### src/rtl/ram_access_unit.sv
// Load/store controller in front of the byte-lane data RAM: one request at a time,
// registered RAM pins, 1-cycle read latency absorbed. Optional macro RAU_MISALIGN_CHK_EN.
module ram_access_unit #(
  parameter logic [31:0] MEM_SIZE_BYTES = 32'h0002_0000,
  parameter int          ADDR_W         = 32
) (
  input  logic              clk,
  input  logic              rst,
  input  logic              req_valid,
  output logic              req_ready,
  input  logic [2:0]        req_op,
  input  logic [ADDR_W-1:0] req_addr,
  input  logic [31:0]       req_wdata,
  output logic              resp_valid,
  input  logic              resp_ready,
  output logic [31:0]       resp_data,
  output logic              resp_err,
  output logic              ram_ce_o,
  output logic              ram_we_o,
  output logic [3:0]        ram_sel_o,
  output logic [ADDR_W-1:0] ram_addr_o,
  output logic [31:0]       ram_data_o,
  input  logic [31:0]       ram_data_i
);

  localparam logic [2:0] OP_LB  = 3'b000;
  localparam logic [2:0] OP_LBU = 3'b001;
  localparam logic [2:0] OP_LH  = 3'b010;
  localparam logic [2:0] OP_LHU = 3'b011;
  localparam logic [2:0] OP_LW  = 3'b100;
  localparam logic [2:0] OP_SB  = 3'b101;
  localparam logic [2:0] OP_SH  = 3'b110;
  localparam logic [2:0] OP_SW  = 3'b111;

  localparam logic [ADDR_W:0] MEM_LIMIT = (ADDR_W+1)'(MEM_SIZE_BYTES);

  typedef enum logic [1:0] {IDLE, ACCESS, LOAD_CAP, RESP} state_t;

  state_t            state;
  logic [2:0]        op_q;
  logic [1:0]        off_q;

  logic              is_half, is_word, is_store;
  logic              misaligned, out_of_range;
  logic [ADDR_W-1:0] addr_eff;
  logic [3:0]        sel_nxt;
  logic [31:0]       data_nxt;

  always_comb begin
    is_half  = (req_op == OP_LH) || (req_op == OP_LHU) || (req_op == OP_SH);
    is_word  = (req_op == OP_LW) || (req_op == OP_SW);
    is_store = (req_op == OP_SB) || (req_op == OP_SH) || (req_op == OP_SW);
    addr_eff = req_addr;
`ifdef RAU_MISALIGN_CHK_EN
    misaligned = (is_half && req_addr[0]) || (is_word && (req_addr[1:0] != 2'b00));
`else
    // Without the check, sub-word misalignment is silently rounded down.
    misaligned = 1'b0;
    if (is_half) addr_eff[0] = 1'b0;
    if (is_word) addr_eff[1:0] = 2'b00;
`endif
    out_of_range = {1'b0, req_addr} >= MEM_LIMIT;

    sel_nxt  = 4'b1111;
    data_nxt = req_wdata;
    case (req_op)
      OP_SB: begin
        sel_nxt  = 4'b1000 >> addr_eff[1:0];
        data_nxt = {4{req_wdata[7:0]}};
      end
      OP_SH: begin
        sel_nxt  = addr_eff[1] ? 4'b0011 : 4'b1100;
        data_nxt = {2{req_wdata[15:0]}};
      end
      default: ;
    endcase
  end

  logic [31:0] word_be;
  logic [7:0]  byte_sel;
  logic [15:0] half_sel;
  logic [31:0] load_res;

  // RAM returns lanes reversed; rebuild so bits [31:24] are byte offset 0.
  always_comb begin
    word_be = {ram_data_i[7:0], ram_data_i[15:8], ram_data_i[23:16], ram_data_i[31:24]};
    case (off_q)
      2'd0:    byte_sel = word_be[31:24];
      2'd1:    byte_sel = word_be[23:16];
      2'd2:    byte_sel = word_be[15:8];
      default: byte_sel = word_be[7:0];
    endcase
    half_sel = off_q[1] ? word_be[15:0] : word_be[31:16];
    case (op_q)
      OP_LB:   load_res = {{24{byte_sel[7]}}, byte_sel};
      OP_LBU:  load_res = {24'h0, byte_sel};
      OP_LH:   load_res = {{16{half_sel[15]}}, half_sel};
      OP_LHU:  load_res = {16'h0, half_sel};
      default: load_res = word_be;
    endcase
  end

  always_ff @(posedge clk) begin
    if (rst) begin
      state      <= IDLE;
      op_q       <= OP_LB;
      off_q      <= 2'b00;
      req_ready  <= 1'b1;
      resp_valid <= 1'b0;
      resp_err   <= 1'b0;
      resp_data  <= 32'h0;
      ram_ce_o   <= 1'b0;
      ram_we_o   <= 1'b0;
      ram_sel_o  <= 4'b0000;
      ram_addr_o <= '0;
      ram_data_o <= 32'h0;
    end else begin
      case (state)
        IDLE: begin
          if (req_valid) begin
            op_q      <= req_op;
            off_q     <= addr_eff[1:0];
            req_ready <= 1'b0;
            if (misaligned || out_of_range) begin
              state      <= RESP;
              resp_valid <= 1'b1;
              resp_err   <= 1'b1;
              resp_data  <= 32'h0;
            end else begin
              state      <= ACCESS;
              ram_ce_o   <= 1'b1;
              ram_we_o   <= is_store;
              ram_sel_o  <= sel_nxt;
              ram_addr_o <= {addr_eff[ADDR_W-1:2], 2'b00};
              ram_data_o <= data_nxt;
            end
          end
        end
        ACCESS: begin
          ram_ce_o <= 1'b0;
          ram_we_o <= 1'b0;
          if (op_q == OP_SB || op_q == OP_SH || op_q == OP_SW) begin
            state      <= RESP;
            resp_valid <= 1'b1;
            resp_err   <= 1'b0;
            resp_data  <= 32'h0;
          end else begin
            state <= LOAD_CAP;
          end
        end
        LOAD_CAP: begin
          state      <= RESP;
          resp_valid <= 1'b1;
          resp_err   <= 1'b0;
          resp_data  <= load_res;
        end
        RESP: begin
          if (resp_ready) begin
            state      <= IDLE;
            resp_valid <= 1'b0;
            resp_err   <= 1'b0;
            req_ready  <= 1'b1;
          end
        end
        default: state <= IDLE;
      endcase
    end
  end

endmodule

### config.mk
export PLATFORM = sky130hd
export DESIGN_NAME = ram_access_unit
export DESIGN_NICKNAME = d
export VERILOG_FILES = /design/src/rtl/ram_access_unit.sv
export SDC_FILE = /design/constraint.sdc
export NUM_CORES = 1
export LEC_CHECK = 0
export ABC_AREA = 1
export CAP_MARGIN = 20
export CELL_PAD_IN_SITES_DETAIL_PLACEMENT = 0
export CELL_PAD_IN_SITES_GLOBAL_PLACEMENT = 2
export CORE_MARGIN = 8
export CORE_UTILIZATION = 22
export DETAILED_ROUTE_END_ITERATION = 8
export GPL_ROUTABILITY_DRIVEN = 0
export PLACE_DENSITY = 0.79
export SKIP_LAST_GASP = 1
export SLEW_MARGIN = 40
export SYNTH_ARGS = -nofsm -noshare
export SYNTH_HDL_FRONTEND = slang
export SYNTH_SLANG_ARGS = --single-unit
### constraint.sdc
create_clock -name clk -period 2.2 [get_ports clk]
set_clock_uncertainty 0.2 [all_clocks]
set_input_delay 0.22 -clock clk [delete_from_list [all_inputs] [get_ports clk]]
set_output_delay 0.22 -clock clk [all_outputs]
set_load 0.02 [all_outputs]
==> results of run 1 <==
kinds of logic (layout without fill, tap and decap cells):
family | count (synthesis) | after routing | synth area share, %
buf+inv | 116 | 315 | 9.93
compound gates | 185 | 185 | 18.5
flops | 110 | 110 | 42.6
fa+ha+maj | 5 | 5 | 1.21
other cells | 1 | 2 | 0.0726
simple gates | 329 | 329 | 27.6
path summary, 6_finish.rpt:
| path | depth (start not counted) | to | slack [ps] | start |
|---|---|---|---|---|
| worst min register to register | 2 | resp_err | 250 | resp_err |
| worst max register to register | 10 | resp_data[2] | 240 | state[0] |
| worst min-delay path | 2 | resp_err | 250 | resp_err |
| worst max-delay path | 10 | resp_data[2] | 240 | state[0] |
where the power goes:
group,internal (µW),switching [µW],total (µW)
Sequential,2180,129,2310
Clock,917,868,1790
Combinational,1110,1680,2790
timing repair:
item                                    CTS  global route
resized for setup                         0             1
endpoints found under the setup margin    0             1
buffers inserted                          0             0
cell type report:
cell class	count	area, µm²
Fill cell	2580	15300
Timing Repair Buffer	227	2290
Clock buffer	9	225
Clock inverter	7	86.3
Multi-Input combinational cell	521	2460
Tap cell	319	399
Inverter	72	273
Sequential cell	110	2200
stage by stage:
stage | power, µW | setup WS (ps) | utilization, % | instance area [µm²]
after global routing | 7390 | 65.4 | 34.1 | 7930
after global placement | 5210 | 114 | 32.8 | 7620
after CTS | 7030 | 167 | 34.1 | 7930
after floorplan | 4150 | 328 | - | 5170
after detailed placement | 5210 | 110 | 32.8 | 7620
final | 6890 | 238 | 34.1 | 7930
tightest hold or removal path, cell delays in order (launching register included):
cell and delay, ps:
dfxtp_1 310, inv_1 50, a21oi_1 50
flip-flops by register name (all words and copies together), names as in the netlist:
register    flops
ram_data_o     32
resp_data      32
ram_addr_o     30
ram_sel_o       4
op_q            3
off_q           2
state           2
ram_ce_o        1
ram_we_o        1
req_ready       1
resp_err        1
resp_valid      1
layout by cell type (no fill, tap or decap), drive strengths merged, types with 14 or more instances in the layout:
cell,instances
and3,15
clkdlybuf4s50,205
o21ai,96
buf,22
nand3,24
dfxtp,110
a21oi,78
inv,77
nand2,119
nor3,14
nor2,153
routing by layer:
layer  part of all wire, %  vias to the layer above  GRT usage (%)
li1                      -                     2793              -
met4                  0.72                        2           2.42
met5                 0.067                        -              0
met1                    45                     2336           16.0
met2                    42                      173           20.4
met3                    13                       12           7.72
==> impl_results.md, run 1 <==
* Initial antenna violation count at 1
* CTS tree: yes
* Detailed Route WL at 19,400 µm
* Period utilization at 89.2%
* Drt first pass iters at 4
* Final hold slack at 249 ps
* Site Rows at 56
* Share of the synthesized area in the top cell type at 42.6%
* Iteration-0 DRC Markers at 180
* Starting Density at between 20% and 30%
* Routed WL per cell at 15.3 µm
* TritonCTS buffer count at 9
* Finished Layout Cells at 1,265
* IO buf count at about 210
* Final hold vios at 0
* Worst-path clk slew at 80 ps
* Clock root cell: clkbuf_16
* Max stage delay on crit path at 390 ps
* CP Class: reg -> reg
* Post-synthesis cell area at between 5000 and 6000 µm²
* First-pass GRT wire length at 29,900 µm
* PwrDens at 868 nW/µm²
* Seq/Total Area, Yosys at roughly 43%
* Yosys warns at 0
* Final antenna-violating net count at 0
* Vias/cell at around 4.2
* VDD IR max at 0.000382 V
* WP data arrival at 2050 ps
* HPWL after DPL at between 10,000 and 15,000 µm
* Max-slew violations at 0
* Area contributors post-synth: dfxtp_1 43%, nor2_1 11%, nand2_1 8.4%
* RSZ-0062 raised after global routing: no
* Max clock buf depth at 2
* H-Tree Depth at 3
* Final net count at 1,049
* Gr ovfl total at 0
* Peak Freq at 510 MHz
* CP most frequent cell: inv_1
* Cts-stage hold buffer count at 0
* Worst Hold Class: reg -> reg
* Total track usage at 13.3%
* Max-cap violation count at 0
* Worst path slowest cell: dfxtp_1
* Ports at approximately 210
* FF+latch count, synth at 110
* Final setup violation count at 0
* Critical Path RT at 2290 ps
* Final TNS setup at 0 ps
* Worst skew pair latency at 350 ps
* Final min period at 1960 ps
* Ratio of cells with drive above 1 in the final layout at between 7 and 8%
* Crit path max-delay family: buffers and inverters
* Cells after synthesis at approximately 750
* Number of synthesized flops with an enable pin at 0
* CP Cell Sequence: inv_1 -> ha_1 -> inv_2 -> nor2_1 -> nor2_2 -> nand3_2 -> buf_12 -> inv_1 -> nand2_1 -> a21oi_1
* Area Overhead vs Synth at 53.6%
* DRC errors left at 0
* DIE WIDTH at around 170 µm
* Outcome: finished, final reports clean
* CP Capture Type: flop
* Total number of vias at 5,316
* Crit path launch type: flop
* Diode count at 0
* Post-synth top cells: 150 x nor2_1, 115 x nand2_1, 110 x dfxtp_1
* CP bufs+invs at 4
* Full die area at between 20,000 and 30,000 µm²
* CP Max Fanout at 35
* Avg Synthesized Cell Area at approximately 6.9 µm²
* Clock Sinks at 110
* Synth unique cells at 32
* Die Span Y at 169 µm
* Top-count cell post-synth: nor2_1
* Dominant cell type by area after synthesis: dfxtp_1
* Vias in the first global route at between 5,000 and 6,000
* Largest net degree at the start of global routing at 75
* Core area at between 20,000 and 25,000 µm²
* DP Cell Count at 1,249
* Ys flop type: dfxtp_1
* Static leakage at 0.00336 µW
* Post-synth ARST share at 0%
Note: power is estimated with default switching activity, not from simulation.
==> run 2: changes to the inputs <==
Settings changed: ABC_CLOCK_PERIOD_IN_PS set to 1650, CORE_UTILIZATION 22 to 20, PLACE_DENSITY 0.79 to 0.75.
Clock period 2.2 ns to 1.65 ns, I/O delays scaled along.
==> impl_results.md, run 2 (synthesis gave the netlist of run 1 again) <==
* CP Cell Sequence: inv_2 -> ha_4 -> buf_6 -> nand4_4 -> buf_12 -> clkinv_8 -> buf_12 -> buf_16 -> nor2_1 -> nor2_1
* Commonest non-fill, non-tap cell in the layout: nor2_1
* Max-slew violations at 0 (unchanged)
* RSZ-0062 raised after global routing: yes
* Max stage delay on crit path at 360 ps (-30 ps)
* Dpl ws at -337 ps (-447 ps)
* Final hold vios at 0 (unchanged)
* Worst Hold Class: in -> reg
* Iteration-0 DRC Markers at 217 (+21%)
* Static leakage at 0.00429 µW (+28%)
* Ports at 208 (unchanged)
* Vias/cell at 4.23 (+0.58%)
* Commonest non-fill, non-tap cells in the layout: 145 x nor2_1, 106 x nand2_1, 106 x dfxtp_1, 102 x clkdlybuf4s50_1, 102 x dlygate4sd2_1
* Finished Layout Cells at 1,349 (+6.6%)
* Total track usage at 13.0% (-0.26 points)
* Max clock buf depth at 2 (unchanged)
* Routed WL per cell at 15.8 µm (+3.2%)
* DP Cell Count at 1,312 (+5.0%)
* Period utilization at 109% (+20 points)
* Final net count at 1,116 (+6.4%)
* Clock Sinks at 110 (unchanged)
* Largest regs: ram_data_o x32, resp_data x32, ram_addr_o x30
* Crit path setup slack, layout at -147 ps (-385 ps)
* TritonCTS buffer count at 9 (unchanged)
* Failing checks: negative setup slack
* Final min period at 1800 ps (-165 ps)
* HPWL after DPL at 15,600 µm (+6.8%)
* Starting Density at 20.1% (-2.1 points)
* Worst skew pair latency at 360 ps (about the same)
* Total number of vias at 5,702 (+7.3%)
* CTS tree: yes
* CP Capture Type: flop
* Cts-stage hold buffer count at 0 (unchanged)
* Total power at 9830 µW (+43%)
* Outcome: complete, but fails checks
* Clock root cell: clkbuf_16
* CP Class: reg -> reg
* Worst path slowest cell: dfxtp_2
* Util after Layout at 34.3% (+0.23 points)
* WP data arrival at 1840 ps (-210 ps)
* Detailed Route WL at 21,400 µm (+10%)
* Initial antenna violation count at 1 (unchanged)
* Ratio of cells with drive above 1 in the final layout at 18.7% (+11 points)
* H-Tree Depth at 3 (unchanged)
* Largest net degree at the start of global routing at 60 (-20%)
* Vias in the first global route at 5,658 (+4.4%)
* Core area at 25,700 µm² (+10%)
* Crit path launch type: flop
* CP Max Fanout at 6 (-83%)
* Max-cap violation count at 0 (unchanged)
* Area Overhead vs Synth at 70.8%
* Full die area at 31,200 µm² (+9.0%)
* Peak Freq at 557 MHz (+9.2%)
* Die Span Y at 177 µm (+4.4%)
* PwrDens at 1110 nW/µm² (+28%)
* Final antenna-violating net count at 0 (unchanged)
* IO buf count at 205 (unchanged)
* DIE WIDTH at 177 µm (+4.4%)
* Worst-path clk slew at 80 ps (about the same)
* Critical Path RT at 1700 ps (-590 ps)
* VDD IR max at 0.000498 V (+30%)
* Final setup violation count at 98 (+98)
* DRC errors left at 0 (unchanged)
* Gr ovfl total at 0 (unchanged)
* Site Rows at 59 (+5.4%)
* First-pass GRT wire length at 31,900 µm (+6.5%)
* Final TNS setup at -6390 ps (-6390 ps)
* Drt first pass iters at 4 (unchanged)
run 2: cell count changes in the layout (fill, tap and decap cells not counted), moves of 9 or more:
cell,delta
clkdlybuf4s50_1,-103
dlygate4sd2_1,+102
buf_4,+42
o21ai_0,-28
o21ai_2,+17
a21oi_1,-13
a21oi_2,+12
o21ai_1,+10
nand2_1,-9
nand2_2,+9
run 2: worst paths after layout:
path                            slack (ps)  depth (start not counted)             end          from
worst min-delay path                   200                          3  ram_addr_o[13]  req_addr[13]
worst min register to register         250                          2        resp_err      resp_err
worst max register to register        -150                         10  ram_data_o[22]      state[1]
worst max-delay path                  -150                         10  ram_data_o[22]      state[1]
run 2: power breakdown:
group	switching [µW]	total [µW]	internal, µW
Clock	1120	2170	1050
Sequential	188	3110	2920
Combinational	2570	4550	1980
run 2: area by class of cell:
cell class | instances | area, µm²
fill | 2796 | 16900
timing repair buffer | 293 | 2930
multi-input combinational | 521 | 2670
sequential | 110 | 2210
tap | 335 | 419
inverter | 72 | 292
clock buffer | 9 | 225
clock inverter | 6 | 56.3
timing repair inverter | 1 | 11.3
antenna | 2 | 5.00
run 2: stage by stage:
step,hold slack (ps),instance area [µm²]
3_3_place_gp,236,8060
3_5_place_dp,242,8060
6_report,203,8820
5_1_grt,212,8820
4_1_cts,194,8390
2_1_floorplan,123,5220
run 2: timing repair:
action                     4_1_cts  5_1_grt
cloned                           2        8
pin swaps                        4       10
setup endpoints to repair      182      104
setup buffers                    5        5
gates resized for setup        126       83
run 2: critical path, delay by kind of cell (launching register included):
family	cells	cell delay, ps
buf+inv	6	680
fa+ha+maj	1	170
simple gates	3	250
flops	1	360
run 2: layer usage:
metal | part of all wire [%] | GRT usage [%] | vias up
li1 | - | - | 2931
met2 | 44 | 20.2 | 175
met3 | 11 | 5.78 | 14
met5 | 0 | 0 | -
met1 | 44 | 16.1 | 2582
met4 | 1.3 | 3.57 | 0
